## config.mk

```make
export PLATFORM = sky130hd
export DESIGN_NAME = counter_run_ctrl
export DESIGN_NICKNAME = d
export VERILOG_FILES = /design/src/rtl/counter_run_ctrl.sv
export SDC_FILE = /design/constraint.sdc
export NUM_CORES = 1
export LEC_CHECK = 0
export ABC_AREA = 1
export BUFFER_PORTS_ARGS = -buffer_cell sky130_fd_sc_hd__buf_2
export CAP_MARGIN = 5
export CORE_ASPECT_RATIO = 0.7
export CORE_UTILIZATION = 45
export CTS_CLUSTER_DIAMETER = 100
export DETAILED_ROUTE_END_ITERATION = 12
export PLACE_DENSITY = 0.65
export SYNTH_ARGS = -nofsm -noshare
export SYNTH_HDL_FRONTEND = slang
export SYNTH_SLANG_ARGS = --single-unit
```

## constraint.sdc

```tcl
create_clock -name clk -period 1.9 [get_ports clk]
set_input_delay 0.38 -clock clk [delete_from_list [all_inputs] [get_ports clk]]
set_output_delay 0.38 -clock clk [all_outputs]
set_load 0.05 [all_outputs]
```

## src/rtl/counter_run_ctrl.sv

```systemverilog
// Run sequencer for the pipelined up-counter: issues load/enable strobes,
// shadows the count, and handles pause, abort and auto-reload passes.
module counter_run_ctrl #(
    parameter int WIDTH  = 7,
    parameter int DIV_W  = 4,
    parameter int WRAP_W = 8
) (
    input  logic              clk,
    input  logic              rst,
    input  logic              start,
    input  logic              pause,
    input  logic              abort,
    input  logic [WIDTH-1:0]  cfg_start_val,
    input  logic [WIDTH-1:0]  cfg_end_val,
    input  logic [DIV_W-1:0]  cfg_div,
    input  logic              cfg_auto_reload,
    output logic              cnt_load,
    output logic [WIDTH-1:0]  cnt_load_val,
    output logic              cnt_en,
    output logic [WIDTH-1:0]  cur_cnt,
    output logic              busy,
    output logic              done,
    output logic [WRAP_W-1:0] run_cnt
);

    typedef enum logic [2:0] {
        ST_IDLE,
        ST_LOAD,
        ST_RUN,
        ST_HOLD,
        ST_DONE
    } state_t;

    state_t             state_reg, state_next;
    logic [WIDTH-1:0]   start_val_reg, start_val_next;
    logic [WIDTH-1:0]   end_val_reg, end_val_next;
    logic [DIV_W-1:0]   div_reg, div_next;
    logic               auto_reg, auto_next;
    logic [DIV_W-1:0]   presc_reg, presc_next;
    logic [WIDTH-1:0]   cur_cnt_reg, cur_cnt_next;
    logic [WRAP_W-1:0]  run_cnt_reg, run_cnt_next;
    logic               cnt_load_reg, cnt_load_next;
    logic               cnt_en_reg, cnt_en_next;
    logic               done_reg, done_next;
    logic               busy_reg, busy_next;
    logic [WIDTH-1:0]   cnt_inc;

    assign cnt_inc = cur_cnt_reg + WIDTH'(1);

    always_ff @(posedge clk) begin
        if (rst) begin
            state_reg     <= ST_IDLE;
            start_val_reg <= '0;
            end_val_reg   <= '0;
            div_reg       <= '0;
            auto_reg      <= 1'b0;
            presc_reg     <= '0;
            cur_cnt_reg   <= '0;
            run_cnt_reg   <= '0;
            cnt_load_reg  <= 1'b0;
            cnt_en_reg    <= 1'b0;
            done_reg      <= 1'b0;
            busy_reg      <= 1'b0;
        end else begin
            state_reg     <= state_next;
            start_val_reg <= start_val_next;
            end_val_reg   <= end_val_next;
            div_reg       <= div_next;
            auto_reg      <= auto_next;
            presc_reg     <= presc_next;
            cur_cnt_reg   <= cur_cnt_next;
            run_cnt_reg   <= run_cnt_next;
            cnt_load_reg  <= cnt_load_next;
            cnt_en_reg    <= cnt_en_next;
            done_reg      <= done_next;
            busy_reg      <= busy_next;
        end
    end

    always_comb begin
        state_next     = state_reg;
        start_val_next = start_val_reg;
        end_val_next   = end_val_reg;
        div_next       = div_reg;
        auto_next      = auto_reg;
        presc_next     = presc_reg;
        cur_cnt_next   = cur_cnt_reg;
        run_cnt_next   = run_cnt_reg;
        cnt_load_next  = 1'b0;
        cnt_en_next    = 1'b0;
        done_next      = 1'b0;
        busy_next      = 1'b0;

        case (state_reg)
            ST_IDLE: begin
                if (start) begin
                    start_val_next = cfg_start_val;
                    end_val_next   = cfg_end_val;
                    div_next       = cfg_div;
                    auto_next      = cfg_auto_reload;
                    run_cnt_next   = '0;
                    state_next     = ST_LOAD;
                end
            end
            ST_LOAD: begin
                cnt_load_next = 1'b1;
                cur_cnt_next  = start_val_reg;
                presc_next    = '0;
                state_next    = (start_val_reg == end_val_reg) ? ST_DONE : ST_RUN;
            end
            ST_RUN: begin
                if (pause) begin
                    state_next = ST_HOLD;
                end else if (presc_reg == div_reg) begin
                    cnt_en_next  = 1'b1;
                    presc_next   = '0;
                    cur_cnt_next = cnt_inc;
                    if (cnt_inc == end_val_reg) begin
                        if (auto_reg) begin
                            if (!(&run_cnt_reg)) begin
                                run_cnt_next = run_cnt_reg + WRAP_W'(1);
                            end
                            state_next = ST_LOAD;
                        end else begin
                            state_next = ST_DONE;
                        end
                    end
                end else begin
                    presc_next = presc_reg + DIV_W'(1);
                end
            end
            ST_HOLD: begin
                // prescaler is untouched here so the tick phase survives the pause
                if (!pause) begin
                    state_next = ST_RUN;
                end
            end
            ST_DONE: begin
                done_next  = 1'b1;
                state_next = ST_IDLE;
            end
            default: begin
                state_next = ST_IDLE;
            end
        endcase

        // abort outranks everything else: drop the strobes, keep the counts
        if (abort && (state_reg != ST_IDLE)) begin
            state_next    = ST_IDLE;
            cnt_load_next = 1'b0;
            cnt_en_next   = 1'b0;
            done_next     = 1'b0;
            cur_cnt_next  = cur_cnt_reg;
            run_cnt_next  = run_cnt_reg;
            presc_next    = presc_reg;
        end

        busy_next = (state_next == ST_LOAD) || (state_next == ST_RUN) ||
                    (state_next == ST_HOLD);
    end

    assign cnt_load     = cnt_load_reg;
    assign cnt_load_val = start_val_reg;
    assign cnt_en       = cnt_en_reg;
    assign cur_cnt      = cur_cnt_reg;
    assign busy         = busy_reg;
    assign done         = done_reg;
    assign run_cnt      = run_cnt_reg;

endmodule

```

---- After elaboration in Yosys (flattened, before gate mapping) ----
Index checks and enable logic that the tools add are counted.
operators by class
  reduce and logical (&&, ||, !) cells .... 14
  add/sub/neg operators ................... 3
  equal/unequal tests ..................... 16
  multipliers ............................. 0
  bitwise operators ....................... 2
  $lt $le $gt $ge ......................... 0
  div/mod/pow operators ................... 0
  shift-type cells ........................ 0
  muxes and demuxes ....................... 25
operators by type and width
  operator             count
  $mux 8               6
  $mux 3               8
  $pmux 8 s2           1
  $reduce_and 8->1     2
  $eq 7x7->1           2
  $mux 7               2
  $pmux 7 s2           1
  $eq 3x2->1 const B   4
  $ne 2x2->1 const B   6
  $pmux 3 s4           1
  $add 8x1->8 const B  1
  $mux 4               2
  $pmux 4 s2           1
  $add 7x1->7 const B  1
  $eq 3x1->1 const B   2
  $add 4x1->4 const B  1
  $eq 4x4->1           1
  $reduce_and 4->1     1
  $reduce_bool 2->1    2
  $reduce_or 4->1      1
  $eq 3x3->1 const B   1
  $logic_not 3->1      1
  $mux 1               3
  $reduce_and 3->1     1
  6 further kinds      8
word-level totals
  memories kept ........................... 0
  bits in registers ....................... 45
  bits in writable memories ............... 0
  bits of input ports ..................... 24
  word-level logic and storage cells ...... 72
  latch bits .............................. 0
  bits in read-only memories .............. 0

---- Depth between registers and ports, before layout ----
Gate-level depths: netlist (run 1).
  depth in word-level cells ............... 10
  gate-level depth with buffers ........... 16
  gate-level depth less buffers ........... 16

---- Least setup slack after synthesis (run 1) ----
No wires, ideal clock.
  path kind ............................... register to register
  start ................................... reg cur_cnt_reg[0], in the netlist cur_cnt[0]
  end ..................................... reg run_cnt_reg[0], in the netlist run_cnt[0]
  setup time .............................. 115 ps
  buffers on the path ..................... 0
  arrival ................................. 2,077 ps
  period minus slack after synthesis ...... 2,192 ps
  cell stages (with the launch flop) ...... 15
  slack ................................... -292 ps
  cells stage by stage .................... dfxtp_1 ha_1 nand2_2 nor2_4 nand3_1 nand3_1 nand2_1 nor2_2 nand2_2 clkinv_2 nand2_4 nand2_4 o21ai_0 nand2_1 nor2_1
on the way
  longest elaborated chain between the ends .. 4
RTL lines
  what                               line  source
  start: declaration                 40    logic [WIDTH-1:0] cur_cnt_reg, cur_cnt_next;
  start signal: assignment           71    cur_cnt_reg <= cur_cnt_next;
  $add 7x1->7                        48    assign cnt_inc = cur_cnt_reg + WIDTH'(1);
  $eq 7x7->1                         118   if (cnt_inc == end_val_reg) begin
  $ne 2x2->1 (no source line)        n/a
  $reduce_and 8->1 (no source line)  n/a
  end signal: assignment             72    run_cnt_reg <= run_cnt_next;
  end: declaration                   41    logic [WRAP_W-1:0] run_cnt_reg, run_cnt_next;
Every way passes these cells.
A chain may end at the register's enable or synchronous reset.

---- Worst setup path after layout (run 1) ----
  start ................................... reg cur_cnt_reg[1], in the netlist cur_cnt[1]
  end ..................................... reg run_cnt_reg[0], in the netlist run_cnt[0]
The elaborated chain is that of the path after synthesis.

==> results of run 1 <==
repair_timing:
action                                  CTS  global route
endpoints found under the setup margin    0            12
setup buffers                             0             2
gates resized for setup                   0            10
cells in the mapped netlist, types with 2 or more instances:
master | number | area (um2)
sky130_fd_sc_hd__o21ai_0 | 23 | 115
sky130_fd_sc_hd__nor2_1 | 22 | 82.6
sky130_fd_sc_hd__nor4_1 | 3 | 18.8
sky130_fd_sc_hd__a21oi_1 | 32 | 160
sky130_fd_sc_hd__nand3_1 | 23 | 115
sky130_fd_sc_hd__clkbuf_1 | 8 | 30.0
sky130_fd_sc_hd__nand2_1 | 83 | 312
sky130_fd_sc_hd__ha_1 | 3 | 37.5
sky130_fd_sc_hd__inv_1 | 31 | 116
sky130_fd_sc_hd__nor2_2 | 2 | 12.5
sky130_fd_sc_hd__a31oi_1 | 2 | 12.5
sky130_fd_sc_hd__nor3_1 | 4 | 20.0
sky130_fd_sc_hd__nand4_1 | 5 | 31.3
sky130_fd_sc_hd__xor2_1 | 16 | 140
sky130_fd_sc_hd__nand2_4 | 2 | 22.5
sky130_fd_sc_hd__inv_2 | 5 | 18.8
sky130_fd_sc_hd__dfxtp_1 | 45 | 901
sky130_fd_sc_hd__nand2_2 | 5 | 31.3
sky130_fd_sc_hd__nor2_4 | 3 | 33.8
power groups by stage:
stage                     Sequential (mW)  Clock [mW]  Combinational [mW]
after floorplan                      1.40           0               0.559
after global placement               1.18           0                1.07
after detailed placement             1.18           0                1.08
after CTS                            1.16       0.578                1.08
after global routing                 1.19       0.636                1.23
final                                1.17       0.571                1.12
critical path: stages, from the launching register on:
cell and delay [ns]:
sky130_fd_sc_hd__dfxtp_2 0.37, sky130_fd_sc_hd__ha_4 0.15, sky130_fd_sc_hd__nand2_4 0.07, sky130_fd_sc_hd__nor2_4 0.16
sky130_fd_sc_hd__inv_2 0.06, sky130_fd_sc_hd__nand2_1 0.07, sky130_fd_sc_hd__nand2_1 0.05, sky130_fd_sc_hd__nand2_1 0.06
sky130_fd_sc_hd__nand2_1 0.06, sky130_fd_sc_hd__nor2_2 0.15, sky130_fd_sc_hd__nand2_2 0.08, sky130_fd_sc_hd__clkinv_2 0.08
sky130_fd_sc_hd__nand2_4 0.07, sky130_fd_sc_hd__nand2_4 0.11, sky130_fd_sc_hd__o21ai_1 0.07, sky130_fd_sc_hd__nand2_1 0.05
sky130_fd_sc_hd__nor2_1 0.03
area by class of cell:
cell class / instances / area [um2]
multi-input cells: 242 / 1310
well taps: 69 / 86.3
repair buffers: 60 / 340
flip-flops and latches: 45 / 907
fillers: 483 / 2050
inverters: 38 / 144
clock buffers: 8 / 80.1
worst min path at each step:
| stage | cells past startpoint | end | slack (ns) | start |
|---|---|---|---|---|
| floorplan | 2 | div_reg[0]$_SDFFE_PP0P_ | 0.46 | div_reg[0]$_SDFFE_PP0P_ |
| global placement | 2 | div_reg[1]$_SDFFE_PP0P_ | 0.47 | div_reg[1]$_SDFFE_PP0P_ |
| detailed placement | 2 | div_reg[1]$_SDFFE_PP0P_ | 0.47 | div_reg[1]$_SDFFE_PP0P_ |
| CTS | 3 | cnt_load_val[1]$_SDFFE_PP0P_ | 0.32 | cfg_start_val[1] |
| global route | 3 | cnt_load_val[6]$_SDFFE_PP0P_ | 0.33 | cfg_start_val[6] |
| finish | 3 | cnt_load_val[1]$_SDFFE_PP0P_ | 0.32 | cfg_start_val[1] |
stage by stage:
stage / hold WS, ns / util [%] / area [um2] / std cells
6_report: 0.323 / 58.3 / 2870 / 462
5_1_grt: 0.332 / 58.3 / 2870 / 462
4_1_cts: 0.323 / 57.4 / 2820 / 460
3_5_place_dp: 0.471 / 55.7 / 2740 / 452
3_3_place_gp: 0.468 / 55.7 / 2740 / 452
2_1_floorplan: 0.457 / - / 2370 / 335
per-layer routing:
metal  vias to the layer above  wire, um
li1                       1202         -
met1                      1025      3230
met2                        77      2380
met3                         4       352
met4                         0        33
met5                         -         0
cells by family after synthesis:
family	Yosys count
DFF	45
and+or+nand+nor	156
xor gates and xnor gates	17
adders and majority gates	3
buffers and inverters	48
AOI/OAI and AO/OA	66
==> out/metrics.yaml, run 1 <==
run_status:
  run_status: "finished clean"
power:
  cellInternalPower_mw: 1.67
  share_comb_of_total_power_pct: 39.1
  sequentialPowerShare_pct: 41.0
  pwr_density_cell_nw_per_um2: 999
  max-vdd-ir-drop_mv: 0.479
  post-layout-total-power_mw: 2.86
  p_sw_mw: 1.19
  power_switching_share_pct: 41.7
  power.leakage_nw: 1.35
  power.share.clock_pct: 19.9
sta:
  setup_ws_ns: 0.106
  setup-violations-final: 0
  layout_min_cycle_time_ns: 1.79
  setup_repair_after_global_routing_missed_its_margin: "yes"
  max-slew-margin-rel_pct: 60.4
  timing.final.crit_share_pct: 94.4
  fin_worst_skew_ns: 0.00868
  tightestPinTransition_ns: 0.588
  hold_violations: 0
  drv_slew: 0
  final.setup.tns_ns: 0
  max_clock_freq_mhz: 557
cells_and_area:
  antenna_cells: 0
  syn_to_final_growth_pct: 21.3
  layout.cells.most_common_list: "sky130_fd_sc_hd__nand2_1 (83), sky130_fd_sc_hd__buf_2 (49), sky130_fd_sc_hd__dfxtp_1 (40), sky130_fd_sc_hd__inv_1 (31), sky130_fd_sc_hd__a21oi_1 (30)"
  commonest_non_fill_non_tap_cell_in_the_layout: "sky130_fd_sc_hd__nand2_1"
  layout-drive-gt1-share_pct: 24.9
  fin_nets: 419
  largest_reg_flops: 8
critical_path:
  path_max_fanout: 8
  critPathCaptureType: "flop"
  timing.critical_path.from_type: "flop"
  end_point_of_the_critical_path: "run_cnt[0]$_SDFFE_PP0P_"
  crit_path_start: "cur_cnt[1]$_SDFFE_PP0P_"
  ff2ff_setup_slack_ns: 0.11
  regToRegStartpoint: "cur_cnt[1]$_SDFFE_PP0P_"
  worst_r2r_endpoint: "run_cnt[0]$_SDFFE_PP0P_"
  criticalPathCategory: "reg2reg"
  arrival_ns: 1.98
  r2r.worst_path.cells: 16
  data_required_time_of_the_worst_path_ns: 2.09
routing:
  routed_via_density: 5.00
  drt_wl_total_um: 5990
  1st_iter_drt_viols: 149
  total_via_count_in_the_routed_design: 2308
  detail_route.first_pass.iterations: 4
  drc: 0
  drt-wirelength-per-cell_um: 13.0
  antenna_violating_nets_post_route: 0
synthesis:
  synth.yosys.seq_area_share_pct: 38.1
  post_synth_fa_ha_maj_area_fraction_pct: 1.59
  synth-compound-area-share_pct: 15.8
  ys_seq_elements: 45
  synth.distinct_cells: 37
  post_synth_and_or_nand_nor_area_fraction_pct: 30.4
  muxShareOfSynthArea_pct: 0
  syn-mean-instance-area_um2: 7.05
  postSynthCellCount: 335
  ys_async_sr_fraction_pct: 0
  largest_family_of_logic_cells_by_synthesized_area: "simple AND/OR/NAND/NOR gates"
  yosys_warnings: 0
  synth_fp_nets: 362
  synth_xor_area_share_pct: 6.30
  synthesis.area_um2: 2360
  synth_ff_type: "sky130_fd_sc_hd__dfxtp_1"
  number_of_flops_mapped_to_enable_cells_by_yosys: 0
job:
  max_cap_violations: 0
die:
  die-area_um2: 5550
  initial_core_util_pct: 48.1
  rows: 21
  die_width_um: 88.6
  floorplan.io_pins: 50
  floorplan.core_area_um2: 4910
  fp.dieH_um: 62.6
place:
  gp_congestion: 0.892
  portBuffers: 49
  place_hpwl_um: 4400
  dp_worst_setup_slack_ns: 0.0983
clocking:
  cts_max_level: 2
  clkSlewWorstSetupHoldPaths_ns: 0.09
  number_of_clock_sinks_seen_by_cts: 45
  cts.path.max_buffers: 2
  clkLatencyLatePin_ns: 0.29
  cts_tree: "done"
  cts_hold_repair.buffers: 0
  cts-root-buf: "sky130_fd_sc_hd__clkbuf_8"
  cts_inserted_buffers: 5
min_path:
  hp-class: "in2reg"
grt:
  met1_usage_pct: 37.2
  antenna_found_initial: 0
  first_pass_grt_wire_length_um: 9920
  grt_use_met2_pct: 31.5
  use_met3_pct: 4.10
  via_count_of_the_first_global_routing_pass: 2026
  global_route.peak_usage_layer: "met1"
  grt_use_total_pct: 23.2
  grt-ovfl-total: 0
  grt_start_max_net_pins: 38
No activity file was read; power rests on OpenSTA's default activity.
==> inputs of run 2 (changes only) <==
--- a/config.mk
+++ b/config.mk
@@ -5,7 +5,6 @@
 export SDC_FILE = /design/constraint.sdc
 export NUM_CORES = 1
 export LEC_CHECK = 0
-export ABC_AREA = 1
 export BUFFER_PORTS_ARGS = -buffer_cell sky130_fd_sc_hd__buf_2
 export CAP_MARGIN = 5
 export CORE_ASPECT_RATIO = 0.7
==> out/metrics.yaml, run 2 <==
run_status:
  run_status: "finished, violations left"
  failed_checks: "negative setup slack"
min_path:
  critical_hold_path_startpoint: "cfg_div[3]"
  worst_hold_path.num_cells: 3
  hp-class: "in2reg"
  hold_path_end: "div_reg[3]$_SDFFE_PP0P_"
cells_and_area:
  layout.cells.most_common_list: "sky130_fd_sc_hd__nand2_1 (58), sky130_fd_sc_hd__buf_2 (49), sky130_fd_sc_hd__buf_4 (46), sky130_fd_sc_hd__dfxtp_1 (39), sky130_fd_sc_hd__a21oi_1 (37)"
  commonest_non_fill_non_tap_cell_in_the_layout: "sky130_fd_sc_hd__nand2_1"
  fin_nets: 414
  syn_to_final_growth_pct: 36.8
  antenna_cells: 0
  largest_reg_flops: 8
  final_cell_count_no_fill: 457
  layout-drive-gt1-share_pct: 35.8
critical_path:
  critPathCaptureType: "flop"
  worst_r2r_endpoint: "run_cnt[5]$_SDFFE_PP0P_"
  timing.critical_path.from_type: "flop"
  regToRegStartpoint: "cur_cnt[1]$_SDFFE_PP0P_"
  r2r.worst_path.cells: 8
  data_required_time_of_the_worst_path_ns: 2.14
  criticalPathCategory: "reg2reg"
  path_max_fanout: 7
  arrival_ns: 2.26
  ff2ff_setup_slack_ns: -0.12
clocking:
  cts.path.max_buffers: 2
  clkSlewWorstSetupHoldPaths_ns: 0.08
  cts_hold_repair.buffers: 0
  cts_tree: "done"
  clkLatencyLatePin_ns: 0.30
  number_of_clock_sinks_seen_by_cts: 45
  cts_inserted_buffers: 5
  cts_max_level: 2
  cts-root-buf: "sky130_fd_sc_hd__clkbuf_8"
synthesis:
  ys_seq_elements: 45
  syn-mean-instance-area_um2: 7.76
  count_leader_synth: "sky130_fd_sc_hd__nand2_1"
  synth_fp_nets: 328
  synth_common_cells: "sky130_fd_sc_hd__nand2_1 (59), sky130_fd_sc_hd__dfxtp_1 (45), sky130_fd_sc_hd__a21oi_1 (43), sky130_fd_sc_hd__nor2_1 (22), sky130_fd_sc_hd__clkbuf_1 (14)"
  yosys_warnings: 0
  synth_top_area_cell: "sky130_fd_sc_hd__dfxtp_1"
  synthesis.area_um2: 2340
  ranking_of_synthesized_cells_by_area: "sky130_fd_sc_hd__dfxtp_1 (39%), sky130_fd_sc_hd__nand2_1 (9.5%), sky130_fd_sc_hd__a21oi_1 (9.2%)"
  synth.distinct_cells: 47
  number_of_flops_mapped_to_enable_cells_by_yosys: 0
  synth_top_area_share_pct: 38.5
  postSynthCellCount: 301
  ys_async_sr_fraction_pct: 0
  synth.yosys.seq_area_share_pct: 38.5
  synth_ff_type: "sky130_fd_sc_hd__dfxtp_1"
sta:
  setup_repair_after_global_routing_missed_its_margin: "yes"
  setup-violations-final: 9
  tightestPinTransition_ns: 0.417
  max-slew-margin-rel_pct: 72.1
  drv_slew: 0
  layout_min_cycle_time_ns: 2.02
  timing.final.crit_share_pct: 107
  setup_ws_ns: -0.124
  hold_violations: 0
  fin_worst_hold_slack_ns: 0.304
  max_clock_freq_mhz: 494
  fin_worst_skew_ns: 0.00462
routing:
  routed_via_density: 5.26
  drt_wl_total_um: 6570
  detail_route.first_pass.iterations: 4
  antenna_violating_nets_post_route: 0
  1st_iter_drt_viols: 167
  drt-wirelength-per-cell_um: 14.4
  drc: 0
  total_via_count_in_the_routed_design: 2403
grt:
  first_pass_grt_wire_length_um: 10900
  via_count_of_the_first_global_routing_pass: 2247
  grt-ovfl-total: 0
  grt_start_max_net_pins: 22
  grt_use_total_pct: 25.8
  antenna_found_initial: 0
die:
  die-area_um2: 5490
  rows: 21
  die_width_um: 88.1
  initial_core_util_pct: 47.8
  floorplan.io_pins: 50
  floorplan.core_area_um2: 4890
  fp.dieH_um: 62.3
power:
  pwr_density_cell_nw_per_um2: 984
  max-vdd-ir-drop_mv: 0.439
  power.leakage_nw: 1.34
place:
  place_inst: 443
  place_hpwl_um: 4690
  portBuffers: 49
  gp_congestion: 0.906
job:
  max_cap_violations: 0
run 2: cell types whose count changed after synthesis, sizes merged, moves of 5 or more:
cell	delta
inv	-34
nand2	-31
nand3	-12
xnor2	+12
a21oi	+10
o21ai	-10
xor2	-10
or3	+6
and3	+5
clkbuf	+5
nor2	-5
run 2: layout make-up:
type,count,area (um2)
clock buffer,8,90.1
fill,448,1690
inverter,2,7.51
multi-input combinational,236,1470
sequential,45,918
tap,69,86.3
timing repair buffer,97,622
run 2: metal layers:
layer | GRT usage [%] | share of wire (%)
met4 | 9.48 | 1.4
met1 | 38.7 | 50
met5 | 0 | 0
met2 | 35.8 | 42
met3 | 5.59 | 6.6
run 2: what timing repair did:
| action | in CTS | in global routing |
|---|---|---|
| setup endpoints to repair | 11 | 15 |
| pin swaps | 5 | 5 |
| setup buffers | 3 | 2 |
| gates cloned | 1 | 0 |
| resized for setup | 5 | 16 |
run 2: how the worst max path moves through the flow:
stage / startpoint / to / cells after the start
floorplan: cur_cnt[0]$_SDFFE_PP0P_ / run_cnt[0]$_SDFFE_PP0P_ / 8
global placement: cur_cnt[0]$_SDFFE_PP0P_ / run_cnt[5]$_SDFFE_PP0P_ / 7
detailed placement: cur_cnt[1]$_SDFFE_PP0P_ / run_cnt[5]$_SDFFE_PP0P_ / 7
CTS: cur_cnt[0]$_SDFFE_PP0P_ / run_cnt[5]$_SDFFE_PP0P_ / 8
global route: cur_cnt[1]$_SDFFE_PP0P_ / run_cnt[5]$_SDFFE_PP0P_ / 8
finish: cur_cnt[1]$_SDFFE_PP0P_ / run_cnt[5]$_SDFFE_PP0P_ / 8
run 2: stage by stage:
step                      setup slack, ns  instance area (um2)  setup TNS, ns  total power [mW]  utilization [%]
after CTS                         -0.0832                 3110        -0.0967              3.08             63.6
after global placement             -0.135                 2950         -0.439              2.41             60.4
after global routing               -0.210                 3200          -1.37              3.33             65.4
final                              -0.124                 3200         -0.513              3.15             65.4
after floorplan                    -0.142                 2380         -0.663              1.98                -
after detailed placement           -0.184                 2950         -0.936              2.42             60.4
run 2: worst max-delay path, stage by stage (launching register included):
cell and delay [ns]:
sky130_fd_sc_hd__dfxtp_4 0.37, sky130_fd_sc_hd__ha_4 0.17, sky130_fd_sc_hd__and3b_1 0.18, sky130_fd_sc_hd__o22ai_2 0.10, sky130_fd_sc_hd__a2111oi_4 0.28, sky130_fd_sc_hd__buf_4 0.20
sky130_fd_sc_hd__nand3_4 0.10, sky130_fd_sc_hd__or4_4 0.44, sky130_fd_sc_hd__a21oi_2 0.12
run 2: logic make-up (layout without fill, tap and decap cells):
logic type,after synthesis,after routing,share of synthesized area [%]
xor gates and xnor gates,19,19,7.44
AOI/OAI and AO/OA,79,79,20.7
DFF,45,45,38.5
and+or+nand+nor,134,135,27.6
buffers and inverters,21,107,4.12
adders and majority gates,3,3,1.61
run 2: power breakdown:
part           switching [mW]  total, mW  internal [mW]
combinational           0.831       1.38          0.546
clock                   0.323      0.620          0.297
sequential             0.0997       1.15           1.05
total                    1.25       3.15           1.89
